===== src/rtl/conv_sched_pkg.sv =====
// Shared definitions for the 3x3 conv layer scheduler.
//   - FSM state encoding (IDLE, LOAD_W, STREAM, DRAIN, DONE)
//   - clog2 width helper (never returns less than 1 so it is safe as a vector width)
//   - derived-constant helpers: WPOC, IN_PIX_CNT, OPOC_S1, OPOC_S2
package conv_sched_pkg;

    localparam logic [2:0] S_IDLE   = 3'd0;
    localparam logic [2:0] S_LOAD_W = 3'd1;
    localparam logic [2:0] S_STREAM = 3'd2;
    localparam logic [2:0] S_DRAIN  = 3'd3;
    localparam logic [2:0] S_DONE   = 3'd4;

    function automatic int clog2(input int n);
        int r;
        int v;
        r = 0;
        v = n - 1;
        while (v > 0) begin
            r = r + 1;
            v = v >> 1;
        end
        return (r < 1) ? 1 : r;
    endfunction

    // weights per output channel
    function automatic int calc_wpoc(input int k, input int cin);
        return k * k * cin;
    endfunction

    // accepted input beats per output channel (one full input map pass)
    function automatic int calc_in_pix_cnt(input int w, input int h, input int cin);
        return w * h * cin;
    endfunction

    function automatic int calc_opoc_s1(input int w, input int h);
        return w * h;
    endfunction

    function automatic int calc_opoc_s2(input int w, input int h);
        return (w / 2) * (h / 2);
    endfunction

endpackage


===== src/rtl/conv_sched_wt_fetch.sv =====
// Weight fetch for one output channel.
//   start_i        : pulse; latches oc_base_i and begins WPOC consecutive reads
//   oc_base_i      : first weight address of the channel
//   last_o         : high on the final read strobe of the burst
//   wt_rd_en_o/wt_rd_addr_o : weight RAM read port (registered)
//   wt_rd_data_i   : RAM data, valid one cycle after the strobe
//   valid_weight_o/weight_o : strobe delayed one cycle, paired with the RAM data
module conv_sched_wt_fetch
    import conv_sched_pkg::*;
#(
    parameter int DATA_WIDTH = 32,
    parameter int WPOC       = 1152,
    parameter int WADDR_W    = 18
) (
    input  logic                  clk_i,
    input  logic                  reset_i,
    input  logic                  start_i,
    input  logic [WADDR_W-1:0]    oc_base_i,
    output logic                  last_o,
    output logic                  wt_rd_en_o,
    output logic [WADDR_W-1:0]    wt_rd_addr_o,
    input  logic [DATA_WIDTH-1:0] wt_rd_data_i,
    output logic                  valid_weight_o,
    output logic [DATA_WIDTH-1:0] weight_o
);
    localparam int KW = clog2(WPOC);

    logic               run_q, run_d;
    logic [KW-1:0]      k_q, k_d;
    logic [WADDR_W-1:0] base_q, base_d;
    logic               vld_q;

    assign last_o = run_q && (k_q == KW'(WPOC - 1));

    always_comb begin
        run_d  = run_q;
        k_d    = k_q;
        base_d = base_q;
        if (start_i) begin
            run_d  = 1'b1;
            k_d    = '0;
            base_d = oc_base_i;
        end else if (run_q) begin
            if (last_o) begin
                run_d = 1'b0;
                k_d   = '0;
            end else begin
                k_d = k_q + KW'(1);
            end
        end
    end

    always_ff @(posedge clk_i) begin
        if (reset_i) begin
            run_q  <= 1'b0;
            k_q    <= '0;
            base_q <= '0;
            vld_q  <= 1'b0;
        end else begin
            run_q  <= run_d;
            k_q    <= k_d;
            base_q <= base_d;
            vld_q  <= run_q;
        end
    end

    assign wt_rd_en_o     = run_q;
    assign wt_rd_addr_o   = base_q + WADDR_W'(k_q);
    assign valid_weight_o = vld_q;
    // The RAM output register supplies the data stage; gate it so the
    // weight bus reads zero whenever no weight is being presented.
    assign weight_o       = vld_q ? wt_rd_data_i : '0;

endmodule


===== src/rtl/conv_3x3_layer_sched.sv =====
// Sequencer for one 3x3 conv layer: per output channel it loads WPOC weights
// onto the conv weight port, gates one full input-map pass into the datapath,
// counts result pixels, then moves to the next channel; pulses done at the end.
// Ports:
//   clk, reset (sync, active-high), start, stride2_cfg   : control in
//   busy, done, oc_idx, stride2                          : status / config out
//   wt_rd_en, wt_rd_addr, wt_rd_data                     : weight RAM
//   valid_weight_out, weight_out                         : conv weight port
//   src_valid, src_data, src_ready                       : pixel source
//   valid_pxl_out, pxl_out, dp_valid_out                 : datapath
// Optional build macro SCHED_PERF_CNT_EN adds perf_stall_cnt (STREAM cycles
// with no source beat offered, saturating, cleared on accepted start).
module conv_3x3_layer_sched
    import conv_sched_pkg::*;
#(
    parameter int DATA_WIDTH      = 32,
    parameter int IMAGE_WIDTH     = 128,
    parameter int IMAGE_HEIGHT    = 128,
    parameter int CHANNEL_NUM_IN  = 128,
    parameter int CHANNEL_NUM_OUT = 128,
    parameter int KERNEL          = 3,
    parameter int WADDR_W         = clog2(CHANNEL_NUM_OUT * KERNEL * KERNEL * CHANNEL_NUM_IN),
    localparam int OCW            = clog2(CHANNEL_NUM_OUT)
) (
    input  logic                  clk,
    input  logic                  reset,
    input  logic                  start,
    input  logic                  stride2_cfg,
    output logic                  busy,
    output logic                  done,
    output logic                  wt_rd_en,
    output logic [WADDR_W-1:0]    wt_rd_addr,
    input  logic [DATA_WIDTH-1:0] wt_rd_data,
    output logic                  valid_weight_out,
    output logic [DATA_WIDTH-1:0] weight_out,
    input  logic                  src_valid,
    input  logic [DATA_WIDTH-1:0] src_data,
    output logic                  src_ready,
    output logic                  valid_pxl_out,
    output logic [DATA_WIDTH-1:0] pxl_out,
    output logic                  stride2,
    input  logic                  dp_valid_out,
    output logic [OCW-1:0]        oc_idx
`ifdef SCHED_PERF_CNT_EN
    ,
    output logic [31:0]           perf_stall_cnt
`endif
);
    localparam int WPOC    = calc_wpoc(KERNEL, CHANNEL_NUM_IN);
    localparam int IN_PIX  = calc_in_pix_cnt(IMAGE_WIDTH, IMAGE_HEIGHT, CHANNEL_NUM_IN);
    localparam int OPOC_S1 = calc_opoc_s1(IMAGE_WIDTH, IMAGE_HEIGHT);
    localparam int OPOC_S2 = calc_opoc_s2(IMAGE_WIDTH, IMAGE_HEIGHT);
    localparam int PW      = clog2(IN_PIX);
    localparam int RW      = clog2(OPOC_S1 + 1);   // must hold OPOC itself

    logic [2:0]            state_q, state_d;
    logic [OCW-1:0]        oc_q, oc_d;
    logic [PW-1:0]         pix_q, pix_d;
    logic [RW-1:0]         res_q, res_d;
    logic                  stride2_q, stride2_d;
    logic                  vpx_q;
    logic [DATA_WIDTH-1:0] pxl_q;

    logic                  accept, res_inc, fetch_start, fetch_last;
    logic [RW-1:0]         res_sum, opoc;
    logic [WADDR_W-1:0]    fetch_base;

    assign accept  = (state_q == S_STREAM) && src_valid;
    assign res_inc = dp_valid_out && ((state_q == S_STREAM) || (state_q == S_DRAIN));
    assign res_sum = res_q + RW'(res_inc);
    assign opoc    = stride2_q ? RW'(OPOC_S2) : RW'(OPOC_S1);

    always_comb begin
        state_d     = state_q;
        oc_d        = oc_q;
        pix_d       = pix_q;
        res_d       = res_q;
        stride2_d   = stride2_q;
        fetch_start = 1'b0;
        fetch_base  = '0;
        case (state_q)
            S_IDLE: begin
                if (start) begin
                    state_d     = S_LOAD_W;
                    stride2_d   = stride2_cfg;
                    oc_d        = '0;
                    pix_d       = '0;
                    res_d       = '0;
                    fetch_start = 1'b1;
                end
            end
            S_LOAD_W: begin
                if (fetch_last) state_d = S_STREAM;
            end
            S_STREAM: begin
                res_d = res_sum;
                if (accept) begin
                    if (pix_q == PW'(IN_PIX - 1)) begin
                        pix_d   = '0;
                        state_d = S_DRAIN;
                    end else begin
                        pix_d = pix_q + PW'(1);
                    end
                end
            end
            S_DRAIN: begin
                res_d = res_sum;
                // >= also covers results that all arrived while still streaming
                if (res_sum >= opoc) begin
                    res_d = '0;
                    if (oc_q == OCW'(CHANNEL_NUM_OUT - 1)) begin
                        oc_d    = '0;
                        state_d = S_DONE;
                    end else begin
                        oc_d        = oc_q + OCW'(1);
                        state_d     = S_LOAD_W;
                        fetch_start = 1'b1;
                        fetch_base  = WADDR_W'(oc_d) * WADDR_W'(WPOC);
                    end
                end
            end
            S_DONE:  state_d = S_IDLE;
            default: state_d = S_IDLE;
        endcase
    end

    always_ff @(posedge clk) begin
        if (reset) begin
            state_q   <= S_IDLE;
            oc_q      <= '0;
            pix_q     <= '0;
            res_q     <= '0;
            stride2_q <= 1'b0;
            vpx_q     <= 1'b0;
            pxl_q     <= '0;
        end else begin
            state_q   <= state_d;
            oc_q      <= oc_d;
            pix_q     <= pix_d;
            res_q     <= res_d;
            stride2_q <= stride2_d;
            vpx_q     <= accept;
            if (accept) pxl_q <= src_data;
        end
    end

    conv_sched_wt_fetch #(
        .DATA_WIDTH (DATA_WIDTH),
        .WPOC       (WPOC),
        .WADDR_W    (WADDR_W)
    ) u_wt_fetch (
        .clk_i          (clk),
        .reset_i        (reset),
        .start_i        (fetch_start),
        .oc_base_i      (fetch_base),
        .last_o         (fetch_last),
        .wt_rd_en_o     (wt_rd_en),
        .wt_rd_addr_o   (wt_rd_addr),
        .wt_rd_data_i   (wt_rd_data),
        .valid_weight_o (valid_weight_out),
        .weight_o       (weight_out)
    );

    assign busy          = (state_q != S_IDLE);
    assign done          = (state_q == S_DONE);
    assign src_ready     = (state_q == S_STREAM);
    assign valid_pxl_out = vpx_q;
    assign pxl_out       = pxl_q;
    assign stride2       = stride2_q;
    assign oc_idx        = oc_q;

`ifdef SCHED_PERF_CNT_EN
    logic [31:0] perf_q;

    always_ff @(posedge clk) begin
        if (reset) begin
            perf_q <= '0;
        end else if ((state_q == S_IDLE) && start) begin
            perf_q <= '0;
        end else if ((state_q == S_STREAM) && !src_valid && (perf_q != '1)) begin
            perf_q <= perf_q + 32'd1;
        end
    end

    assign perf_stall_cnt = perf_q;
`endif

endmodule


===== config.mk =====
export PLATFORM = sky130hd
export DESIGN_NAME = conv_3x3_layer_sched
export DESIGN_NICKNAME = d
export VERILOG_FILES = /design/src/rtl/conv_sched_pkg.sv /design/src/rtl/conv_sched_wt_fetch.sv /design/src/rtl/conv_3x3_layer_sched.sv
export SDC_FILE = /design/constraint.sdc
export NUM_CORES = 1
export LEC_CHECK = 0
export ABC_AREA = 1
export BUFFER_PORTS_ARGS = -buffer_cell sky130_fd_sc_hd__buf_2
export CAP_MARGIN = 5
export CORE_UTILIZATION = 55
export CTS_BUF_LIST = sky130_fd_sc_hd__clkbuf_4 sky130_fd_sc_hd__clkbuf_8
export DETAILED_ROUTE_END_ITERATION = 8
export GPL_ROUTABILITY_DRIVEN = 0
export PLACE_DENSITY = 0.89
export SYNTH_ARGS = -nofsm -noshare
export SYNTH_HDL_FRONTEND = slang
export SYNTH_SLANG_ARGS = --single-unit
export TNS_END_PERCENT = 100

===== constraint.sdc =====
create_clock -name clk -period 6.7 [get_ports clk]
set_input_delay 2.01 -clock clk [delete_from_list [all_inputs] [get_ports clk]]
set_output_delay 2.01 -clock clk [all_outputs]
set_load 0.005 [all_outputs]

==> results of run 1 <==
## layout by cell type, fill, tap and decap left out, drive strengths merged
cell type  synthesis  layout
o22ai              1       1
buf               18     167
clkinv             2       4
xnor2              4       4
fa                 2       2
a211oi             3       3
inv              127     131
o21ai             49      49
a21oi             32      32
a221oi             1       1
ha                19      19
nor2             136     136
dfxtp            104     104
nand4             25      25
a21o               1       1
nand2            189     189
nor4               3       3
clkinvlp           0       1
nor3              24      24
o21a               1       1
nor3b              6       6
xor2              22      22
a31oi              1       1
or2                6       6
o21bai             2       2
nand3b             5       5
o31ai              1       1
clkbuf            18       9
nand3             69      69
## power by group through the flow
| stage | sequential [mW] | combinational [mW] | clock (mW) |
|---|---|---|---|
| 4_1_cts | 0.739 | 0.553 | 0.397 |
| 6_report | 0.739 | 0.553 | 0.390 |
| 5_1_grt | 0.749 | 0.628 | 0.421 |
| 3_5_place_dp | 0.752 | 0.549 | 0 |
| 2_1_floorplan | 0.748 | 0.386 | 0 |
| 3_3_place_gp | 0.751 | 0.538 | 0 |
## path summary, 6_finish.rpt
path	end	cells past startpoint	slack [ns]
setup / recovery	oc_idx[3]$_SDFFE_PP0P_	24	1.95
setup reg to reg	oc_idx[3]$_SDFFE_PP0P_	24	3.13
hold reg to reg	u_wt_fetch.base_q[10]$_SDFFE_PP0P_	2	0.47
hold / removal	u_wt_fetch.base_q[10]$_SDFFE_PP0P_	2	0.47
## flip-flops by register name, indices dropped and copies added, names as in the netlist
name / flops
u_wt_fetch.k_q: 11
pxl_out: 32
stride2: 1
state_q: 3
oc_idx: 7
u_wt_fetch.base_q: 11
u_wt_fetch.wt_rd_en_o: 1
valid_pxl_out: 1
res_q: 15
u_wt_fetch.valid_weight_o: 1
pix_q: 21
## cells by family (layout without fill, tap and decap cells)
group | after synthesis | count (layout) | synth area share
flip-flops | 104 | 104 | 0.354
AND/OR/NAND/NOR | 463 | 463 | 0.361
AO/OA/AOI/OAI | 92 | 92 | 0.0853
adder cells (fa/ha/maj) | 21 | 21 | 0.0472
XOR/XNOR | 26 | 26 | 0.0387
buffers and inverters | 165 | 312 | 0.114
## layer usage
metal | global-route usage | vias to the layer above
met2 | 0.438 | 185
met3 | 0.0303 | 30
met4 | 0.0966 | 0
met1 | 0.316 | 2598
li1 | - | 3049
met5 | 0 | -
## tightest hold or removal path, cell delays in order (launching register included)
cell and delay, ns:
dfxtp_1 0.34, nand2_1 0.07, nand2_1 0.04
## area by class of cell
type	instances	share of cell area
clock buffer	9	0.0179
clock inverter	7	0.0105
inverter	129	0.0702
timing repair buffer	167	0.122
sequential	104	0.302
multi-input combinational	602	0.453
tap	136	0.0247
==> flow_summary.json, run 1 <==
{
  "routed-wl-met3_um": 784,
  "crit_arrival_ns": 5.04,
  "instances_no_fill": 1154,
  "wl_met2_mm": 6.53,
  "core_area_mm2": 0.0103,
  "drt_iter0_markers": 366,
  "final_cell_area_mm2": 0.00690,
  "overflow": 0,
  "area_delta_synth_final_pct": 17.4,
  "swShare": 0.387,
  "synth_cell_types": 43,
  "diodes": 0,
  "cts_resized": 0,
  "hold_viol_final": 0,
  "cts.path.max_buffers": 2,
  "num_vias": 5862,
  "grt_pass1_wl_mm": 23.1,
  "synth_fp_nets": 962,
  "max_freq_mhz": 211,
  "slowest_delay_ns": 0.27,
  "p_sw_uw": 652,
  "maxUsedRoutingLayer": "met4",
  "die_w_um": 105,
  "row_count": 37,
  "clock-sinks": 104,
  "grt.total_usage": 0.251,
  "nets": 1104,
  "viasPerCell": 5.08,
  "avgSynthCellArea_um2": 6.75,
  "path_common_cell": "nand2_1",
  "cp_max_fo": 17,
  "synth_warnings": 0,
  "synth.top_cells.by_count": "nand2_1 (180), nor2_1 (129), inv_1 (126), dfxtp_1 (104), nand3_1 (66)",
  "drive_gt1_frac": 0.211,
  "synth_edf_count": 0,
  "grt_antenna_before_repair": 0,
  "p_int_mw": 1.03,
  "synth_top_cell_area_share": 0.354,
  "placed_area_mm2": 0.00671,
  "regArea_mm2": 0.00208,
  "finalCriticalPeriod_ns": 4.75,
  "ys.flop_type": "dfxtp_1",
  "cts_setup_buffers": 0,
  "die_h_um": 105,
  "cts_max_level": 3,
  "tightest_slew_ns": 0.959,
  "ios": 166,
  "leakage_nw": 3.62,
  "cap_viol_max_count": 0,
  "io_buffers": 165,
  "dp_hpwl_mm": 9.94,
  "root_buffer": "clkbuf_8",
  "postRouteAntennaNets": 0,
  "synthArstFlopShare": 0,
  "fin_skew_ns": 0.0112,
  "cts_hold_buf": 0,
  "grt_max_degree": 61,
  "totalWireLength_mm": 13.6,
  "grt_pass1_vias": 5250,
  "pre_cts_ws_ns": 1.57,
  "cp_slowest_cell": "ha_1",
  "path_class": "input port to flip-flop",
  "r2r-start": "state_q[2]$_SDFFE_PP0P_",
  "drc": 0,
  "cp_num_buf_inv": 3,
  "setup_viol": 0,
  "yosysSeqAreaShare": 0.354,
  "cp-startpoint": "dp_valid_out",
  "numCtsBuffers": 9,
  "relSlewSlack": 0.360,
  "crit_chain": "buf_2, inv_1, nor2_1, ha_1, ha_1, nand2_2, nor2_4, nand4_1, xnor2_1, inv_1, ha_1, nand2_1, nor3_1, nand2_1, nor2_1, nand3b_1, nor2_4, nand2_4, nand2_8, nand2_2, nand2_1, nand2_1, nand2_1, nor2_1",
  "p_seq_frac": 0.439,
  "start_util": 0.570,
  "wl_per_cell_um": 11.8,
  "dieArea_mm2": 0.0111,
  "finalSetupTns_ns": 0,
  "pwr-share-comb": 0.329,
  "vdd_drop_max_v": 0.000154,
  "hold_ws_ns": 0.473,
  "rsz0062_at_grt": "false",
  "multi_input_area_mm2": 0.00313,
  "end_kind": "flip-flop",
  "synth_seq_cells": 104,
  "cp-start-kind": "input port",
  "cts_tree": "built",
  "drv_slew": 0,
  "critPathTopFamily": "simple AND/OR/NAND/NOR gates",
  "drtPass1Iterations": 5,
  "worstHoldStart": "u_wt_fetch.base_q[10]$_SDFFE_PP0P_",
  "clock_latency_ns": 0.38,
  "critPathRequiredTime_ns": 6.99,
  "cts.clk_slew.worst_paths_ns": 0.11,
  "synth_area_leaders": "dfxtp_1 (35%), nand2_1 (11%), nor2_1 (8.2%), inv_1 (8.0%), nand3_1 (5.6%)",
  "p_per_area_mw_per_mm2": 244,
  "total_power_mw": 1.68,
  "fin_ws_ns": 1.95,
  "synthCells": 871,
  "outcome": "completed",
  "syn-cell-area_mm2": 0.00588,
  "period_share": 0.709,
  "yosysMostFrequentCell": "nand2_1",
  "dp_cells": 1138,
  "yosysTopAreaCell": "dfxtp_1",
  "clock_power_share": 0.232,
  "wl_met1_mm": 6.00,
  "postLayoutCoreUtil": 0.669,
  "hold_path.class": "flip-flop to flip-flop",
  "fill_cells": 891
}
No activity file was read; power rests on OpenSTA's default activity.
==> run 2, diff against run 1 <==
--- a/config.mk
+++ b/config.mk
@@ -8,11 +8,11 @@
 export ABC_AREA = 1
 export BUFFER_PORTS_ARGS = -buffer_cell sky130_fd_sc_hd__buf_2
 export CAP_MARGIN = 5
-export CORE_UTILIZATION = 55
+export CORE_UTILIZATION = 54
 export CTS_BUF_LIST = sky130_fd_sc_hd__clkbuf_4 sky130_fd_sc_hd__clkbuf_8
 export DETAILED_ROUTE_END_ITERATION = 8
 export GPL_ROUTABILITY_DRIVEN = 0
-export PLACE_DENSITY = 0.89
+export PLACE_DENSITY = 0.87
 export SYNTH_ARGS = -nofsm -noshare
 export SYNTH_HDL_FRONTEND = slang
 export SYNTH_SLANG_ARGS = --single-unit
==> constraint.sdc (replaced) <==
create_clock -name clk -period 4.8 [get_ports clk]
set_input_delay 1.44 -clock clk [delete_from_list [all_inputs] [get_ports clk]]
set_output_delay 1.44 -clock clk [all_outputs]
set_load 0.005 [all_outputs]
==> flow_summary.json, run 2 (synthesized netlist as in run 1, its figures left out) <==
{
  "outcome": "completed",
  "hold_path.class": "flip-flop to flip-flop",
  "nets": 1105,
  "pre_cts_ws_ns": 0.248,
  "critPathRequiredTime_ns": 5.05,
  "area_delta_synth_final_pct": 17.5,
  "grt_max_degree": 61,
  "numCtsBuffers": 9,
  "p_per_area_mw_per_mm2": 340,
  "rsz0062_at_grt": "false",
  "fin_skew_ns": 0.0128,
  "cp_slowest_cell": "ha_1",
  "dp_hpwl_mm": 9.88,
  "clock-sinks": 104,
  "cts_setup_buffers": 0,
  "hold_viol_final": 0,
  "path_common_cell": "ha_1",
  "min_path_cells": 2,
  "io_buffers": 165,
  "fin_ws_ns": 0.624,
  "cts_hold_buf": 0,
  "drc": 0,
  "grt_antenna_before_repair": 0,
  "totalWireLength_mm": 13.6,
  "die_w_um": 106,
  "cts_tree": "built",
  "cp_max_fo": 17,
  "drive_gt1_frac": 0.212,
  "diodes": 0,
  "r2r-start": "state_q[2]$_SDFFE_PP0P_",
  "layout_common_cells": "nand2_1 (180), buf_2 (165), nor2_1 (129)",
  "setup_viol": 0,
  "end_kind": "flip-flop",
  "worstHoldStart": "pxl_out[22]$_SDFFE_PP0P_",
  "cts.path.max_buffers": 2,
  "postRouteAntennaNets": 0,
  "period_share": 0.870,
  "core_area_mm2": 0.0105,
  "cp_num_buf_inv": 3,
  "critPathTopFamily": "simple AND/OR/NAND/NOR gates",
  "placed_area_mm2": 0.00671,
  "cap_viol_max_count": 0,
  "leakage_nw": 3.63,
  "drtPass1Iterations": 5,
  "slowest_delay_ns": 0.27,
  "largest_register_ff_count": 32,
  "r2r_end": "u_wt_fetch.base_q[8]$_SDFFE_PP0P_",
  "num_vias": 5802,
  "row_count": 37,
  "clock_latency_ns": 0.38,
  "overflow": 0,
  "reg2regPathDepth": 22,
  "grt_pass1_vias": 5192,
  "path_class": "input port to flip-flop",
  "final_common_cell": "nand2_1",
  "grt.total_usage": 0.245,
  "start_util": 0.562,
  "drv_slew": 0,
  "relSlewSlack": 0.354,
  "die_h_um": 106,
  "crit_chain": "buf_2, inv_1, nor2_1, ha_1, ha_1, nand2_2, nor2_4, nand4_1, xnor2_1, inv_1, ha_1, nand2_1, nor3_1, nand2_1, nor2_1, nand3b_1, nor2_4, nand2_4, nand2_8, nand2_8, nand3_4, o21ai_0",
  "wl_per_cell_um": 11.7,
  "min_to": "pxl_out[22]$_SDFFE_PP0P_",
  "grt_pass1_wl_mm": 22.8,
  "postLayoutCoreUtil": 0.660,
  "finalCriticalPeriod_ns": 4.18,
  "dieArea_mm2": 0.0113,
  "cts_resized": 0,
  "viasPerCell": 5.02,
  "ios": 166,
  "cp-start-kind": "input port",
  "crit_arrival_ns": 4.43,
  "rrSetupSlack_ns": 1.21,
  "vdd_drop_max_v": 0.000226,
  "cts.clk_slew.worst_paths_ns": 0.11,
  "finalSetupTns_ns": 0,
  "final_cell_area_mm2": 0.00691,
  "max_freq_mhz": 239,
  "root_buffer": "clkbuf_8",
  "drt_iter0_markers": 334,
  "cts_max_level": 3,
  "tightest_slew_ns": 0.968
}
[run 2: cell count changes in the layout (fill, tap and decap cells not counted), sizes merged]
cell      previous run  this run
clkinvlp             1         0
clkinv               4         5
buf                167       168
[run 2: power by group]
part	internal [mW]	switching (mW)	total, mW
Clock	0.205	0.339	0.543
Combinational	0.278	0.497	0.775
Sequential	0.956	0.0754	1.03
Total	1.44	0.911	2.35
[run 2: worst max-delay path by stage]
stage | from | endpoint | slack, ns | cells past startpoint
detailed placement | dp_valid_out | u_wt_fetch.base_q[8]$_SDFFE_PP0P_ | 0.25 | 22
CTS | dp_valid_out | u_wt_fetch.base_q[8]$_SDFFE_PP0P_ | 0.64 | 22
global route | dp_valid_out | oc_idx[3]$_SDFFE_PP0P_ | 0.20 | 24
global placement | dp_valid_out | oc_idx[3]$_SDFFE_PP0P_ | 0.37 | 24
floorplan | dp_valid_out | oc_idx[6]$_SDFFE_PP0P_ | 0.75 | 22
finish | dp_valid_out | u_wt_fetch.base_q[8]$_SDFFE_PP0P_ | 0.62 | 22
[run 2: final cells by class]
| class | count | area [um^2] |
|---|---|---|
| fillers | 939 | 3560 |
| multi-input cells | 602 | 3130 |
| flip-flops and latches | 104 | 2080 |
| repair buffers | 168 | 848 |
| inverters | 129 | 484 |
| well taps | 136 | 170 |
| clock buffers | 9 | 124 |
| clock inverters | 7 | 68.8 |
[run 2: per-layer routing]
layer	share of wire	vias up	wire [um]	global-route usage
met5	0	-	0	0
met4	0.017	0	235	0.0873
met3	0.062	21	847	0.0546
met2	0.46	185	6280	0.403
met1	0.46	2556	6200	0.313
li1	-	3040	-	-
[run 2: stage by stage]
step / instances / hold WS, ns / power [mW]
CTS: 1155 / 0.492 / 2.36
detailed placement: 1139 / 0.465 / 1.82
global placement: 1139 / 0.444 / 1.80
global route: 1155 / 0.505 / 2.52
finish: 1155 / 0.490 / 2.35
floorplan: 871 / 0.425 / 1.58
[run 2: tightest hold or removal path, cell delays in order (launching register included)]
cell and delay [ns]:
dfxtp_1 0.34, nor2_1 0.04, nor2_1 0.08
==> run 3, diff against run 2 <==
--- a/config.mk
+++ b/config.mk
@@ -13,6 +13,7 @@
 export DETAILED_ROUTE_END_ITERATION = 8
 export GPL_ROUTABILITY_DRIVEN = 0
 export PLACE_DENSITY = 0.87
+export RECOVER_POWER = 50
 export SYNTH_ARGS = -nofsm -noshare
 export SYNTH_HDL_FRONTEND = slang
 export SYNTH_SLANG_ARGS = --single-unit
==> flow_summary.json, run 3 (synthesized netlist as in run 1, its figures left out) <==
{
  "finalCriticalPeriod_ns": 4.19,
  "fin_skew_ns": 0.0122,
  "dp_hpwl_mm": 9.88,
  "rsz0062_at_grt": "false",
  "regArea_mm2": 0.00208,
  "path_class": "input port to flip-flop",
  "relSlewSlack": 0.302,
  "grt_pass1_wl_mm": 22.8,
  "drt_iter0_markers": 358,
  "placed_area_mm2": 0.00671,
  "dieArea_mm2": 0.0113,
  "cp-start-kind": "input port",
  "period_share": 0.874,
  "r2r_end": "u_wt_fetch.base_q[8]$_SDFFE_PP0P_",
  "drv_slew": 0,
  "numCtsBuffers": 9,
  "cap_viol_max_count": 0,
  "root_buffer": "clkbuf_8",
  "core_area_mm2": 0.0105,
  "diodes": 0,
  "multi_input_area_mm2": 0.00313,
  "area_delta_synth_final_pct": 16.6,
  "nets": 1105,
  "crit_end": "u_wt_fetch.base_q[8]$_SDFFE_PP0P_",
  "grt_pass1_vias": 5192,
  "cts_hold_buf": 0,
  "end_kind": "flip-flop",
  "drive_gt1_frac": 0.176,
  "clock_latency_ns": 0.37,
  "cts.clk_slew.worst_paths_ns": 0.11,
  "drtPass1Iterations": 5,
  "drc": 0,
  "num_vias": 5785,
  "layout_common_cells": "nand2_1 (181), nor2_1 (129), buf_2 (129)",
  "setup_viol": 0,
  "outcome": "completed",
  "hold_path.class": "flip-flop to flip-flop",
  "cp_slowest_cell": "ha_1",
  "crit_arrival_ns": 4.44,
  "finalSetupTns_ns": 0,
  "ios": 166,
  "largest_register_ff_count": 32,
  "grt_antenna_before_repair": 0,
  "crit_chain": "buf_2, inv_1, nor2_1, ha_1, ha_1, nand2_2, nor2_4, nand4_1, xnor2_1, inv_1, ha_1, nand2_1, nor3_1, nand2_1, nor2_1, nand3b_1, nor2_4, nand2_4, nand2_8, nand2_8, nand3_4, o21ai_0",
  "leakage_nw": 3.48,
  "critPathRequiredTime_ns": 5.05,
  "cts_setup_buffers": 0,
  "fill_cells": 965,
  "vdd_drop_max_v": 0.000224,
  "fin_ws_ns": 0.605,
  "row_count": 37,
  "p_per_area_mw_per_mm2": 340,
  "max_freq_mhz": 238,
  "clock-sinks": 104,
  "hold_viol_final": 0,
  "reg2regPathDepth": 22,
  "tightest_slew_ns": 1.04,
  "path_common_cell": "ha_1",
  "viasPerCell": 5.01,
  "io_buffers": 165,
  "start_util": 0.562,
  "cts_max_level": 3,
  "cts_tree": "built",
  "die_h_um": 106,
  "overflow": 0,
  "grt_max_degree": 61,
  "r2r-start": "state_q[2]$_SDFFE_PP0P_",
  "rrSetupSlack_ns": 1.19,
  "cp_max_fo": 17,
  "slowest_delay_ns": 0.28,
  "final_common_cell": "nand2_1",
  "postRouteAntennaNets": 0,
  "wl_per_cell_um": 11.8,
  "grt.total_usage": 0.245,
  "totalWireLength_mm": 13.6,
  "cp-startpoint": "dp_valid_out",
  "cts.path.max_buffers": 2,
  "final_cell_area_mm2": 0.00686,
  "cts_resized": 0,
  "pre_cts_ws_ns": 0.248,
  "die_w_um": 106
}
[run 3: cell types whose count changed in the layout (fill, tap and decap cells not counted), sizes merged]
cell,previous run,this run
clkbuf,9,44
buf,168,133
[run 3: final cells by class]
class	count	share of cell area
multi-input cells	602	0.456
flip-flops and latches	104	0.304
repair buffers	168	0.117
inverters	129	0.0706
well taps	136	0.0248
clock buffers	9	0.0181
clock inverters	7	0.0100
[run 3: layer usage]
layer,vias to the layer above,wire [um],GRT usage
li1,3040,-,-
met1,2547,6200,0.313
met2,177,6280,0.403
met3,21,864,0.0546
met4,0,233,0.0873
met5,-,0,0
[run 3: power breakdown]
| group | switching (mW) | internal (mW) | total [mW] | leakage (nW) |
|---|---|---|---|---|
| logic | 0.497 | 0.263 | 0.760 | 2.54 |
| registers | 0.0768 | 0.957 | 1.03 | 0.842 |
| clock network | 0.336 | 0.205 | 0.541 | 0.0997 |
| total | 0.910 | 1.42 | 2.33 | 3.48 |
[run 3: worst min path at each step]
stage                                  startpoint  cells after the start  slack, ns                                  to
2_1_floorplan  u_wt_fetch.base_q[10]$_SDFFE_PP0P_                      2       0.43  u_wt_fetch.base_q[10]$_SDFFE_PP0P_
3_5_place_dp              pxl_out[1]$_SDFFE_PP0P_                      2       0.46             pxl_out[1]$_SDFFE_PP0P_
3_3_place_gp   u_wt_fetch.base_q[10]$_SDFFE_PP0P_                      2       0.44  u_wt_fetch.base_q[10]$_SDFFE_PP0P_
4_1_cts        u_wt_fetch.base_q[10]$_SDFFE_PP0P_                      2       0.49  u_wt_fetch.base_q[10]$_SDFFE_PP0P_
6_report                  pxl_out[1]$_SDFFE_PP0P_                      2       0.49             pxl_out[1]$_SDFFE_PP0P_
5_1_grt                  pxl_out[17]$_SDFFE_PP0P_                      2       0.51            pxl_out[17]$_SDFFE_PP0P_
[run 3: worst max-delay path: cells and delay by family]
family / cells / cell delay, ns
and+or+nand+nor: 14 / 1.69
adders and majority gates: 3 / 0.73
xor gates and xnor gates: 1 / 0.26
buffers and inverters: 3 / 0.17
AOI/OAI and AO/OA: 1 / 0.13
[run 3: through the flow]
| stage | instances | hold slack, ns | utilization | total power, mW |
|---|---|---|---|---|
| 6_report | 1155 | 0.490 | 0.655 | 2.33 |
| 5_1_grt | 1155 | 0.508 | 0.655 | 2.51 |
| 4_1_cts | 1155 | 0.492 | 0.660 | 2.36 |
| 3_5_place_dp | 1139 | 0.465 | 0.642 | 1.82 |
| 3_3_place_gp | 1139 | 0.444 | 0.642 | 1.80 |
| 2_1_floorplan | 871 | 0.425 | - | 1.58 |
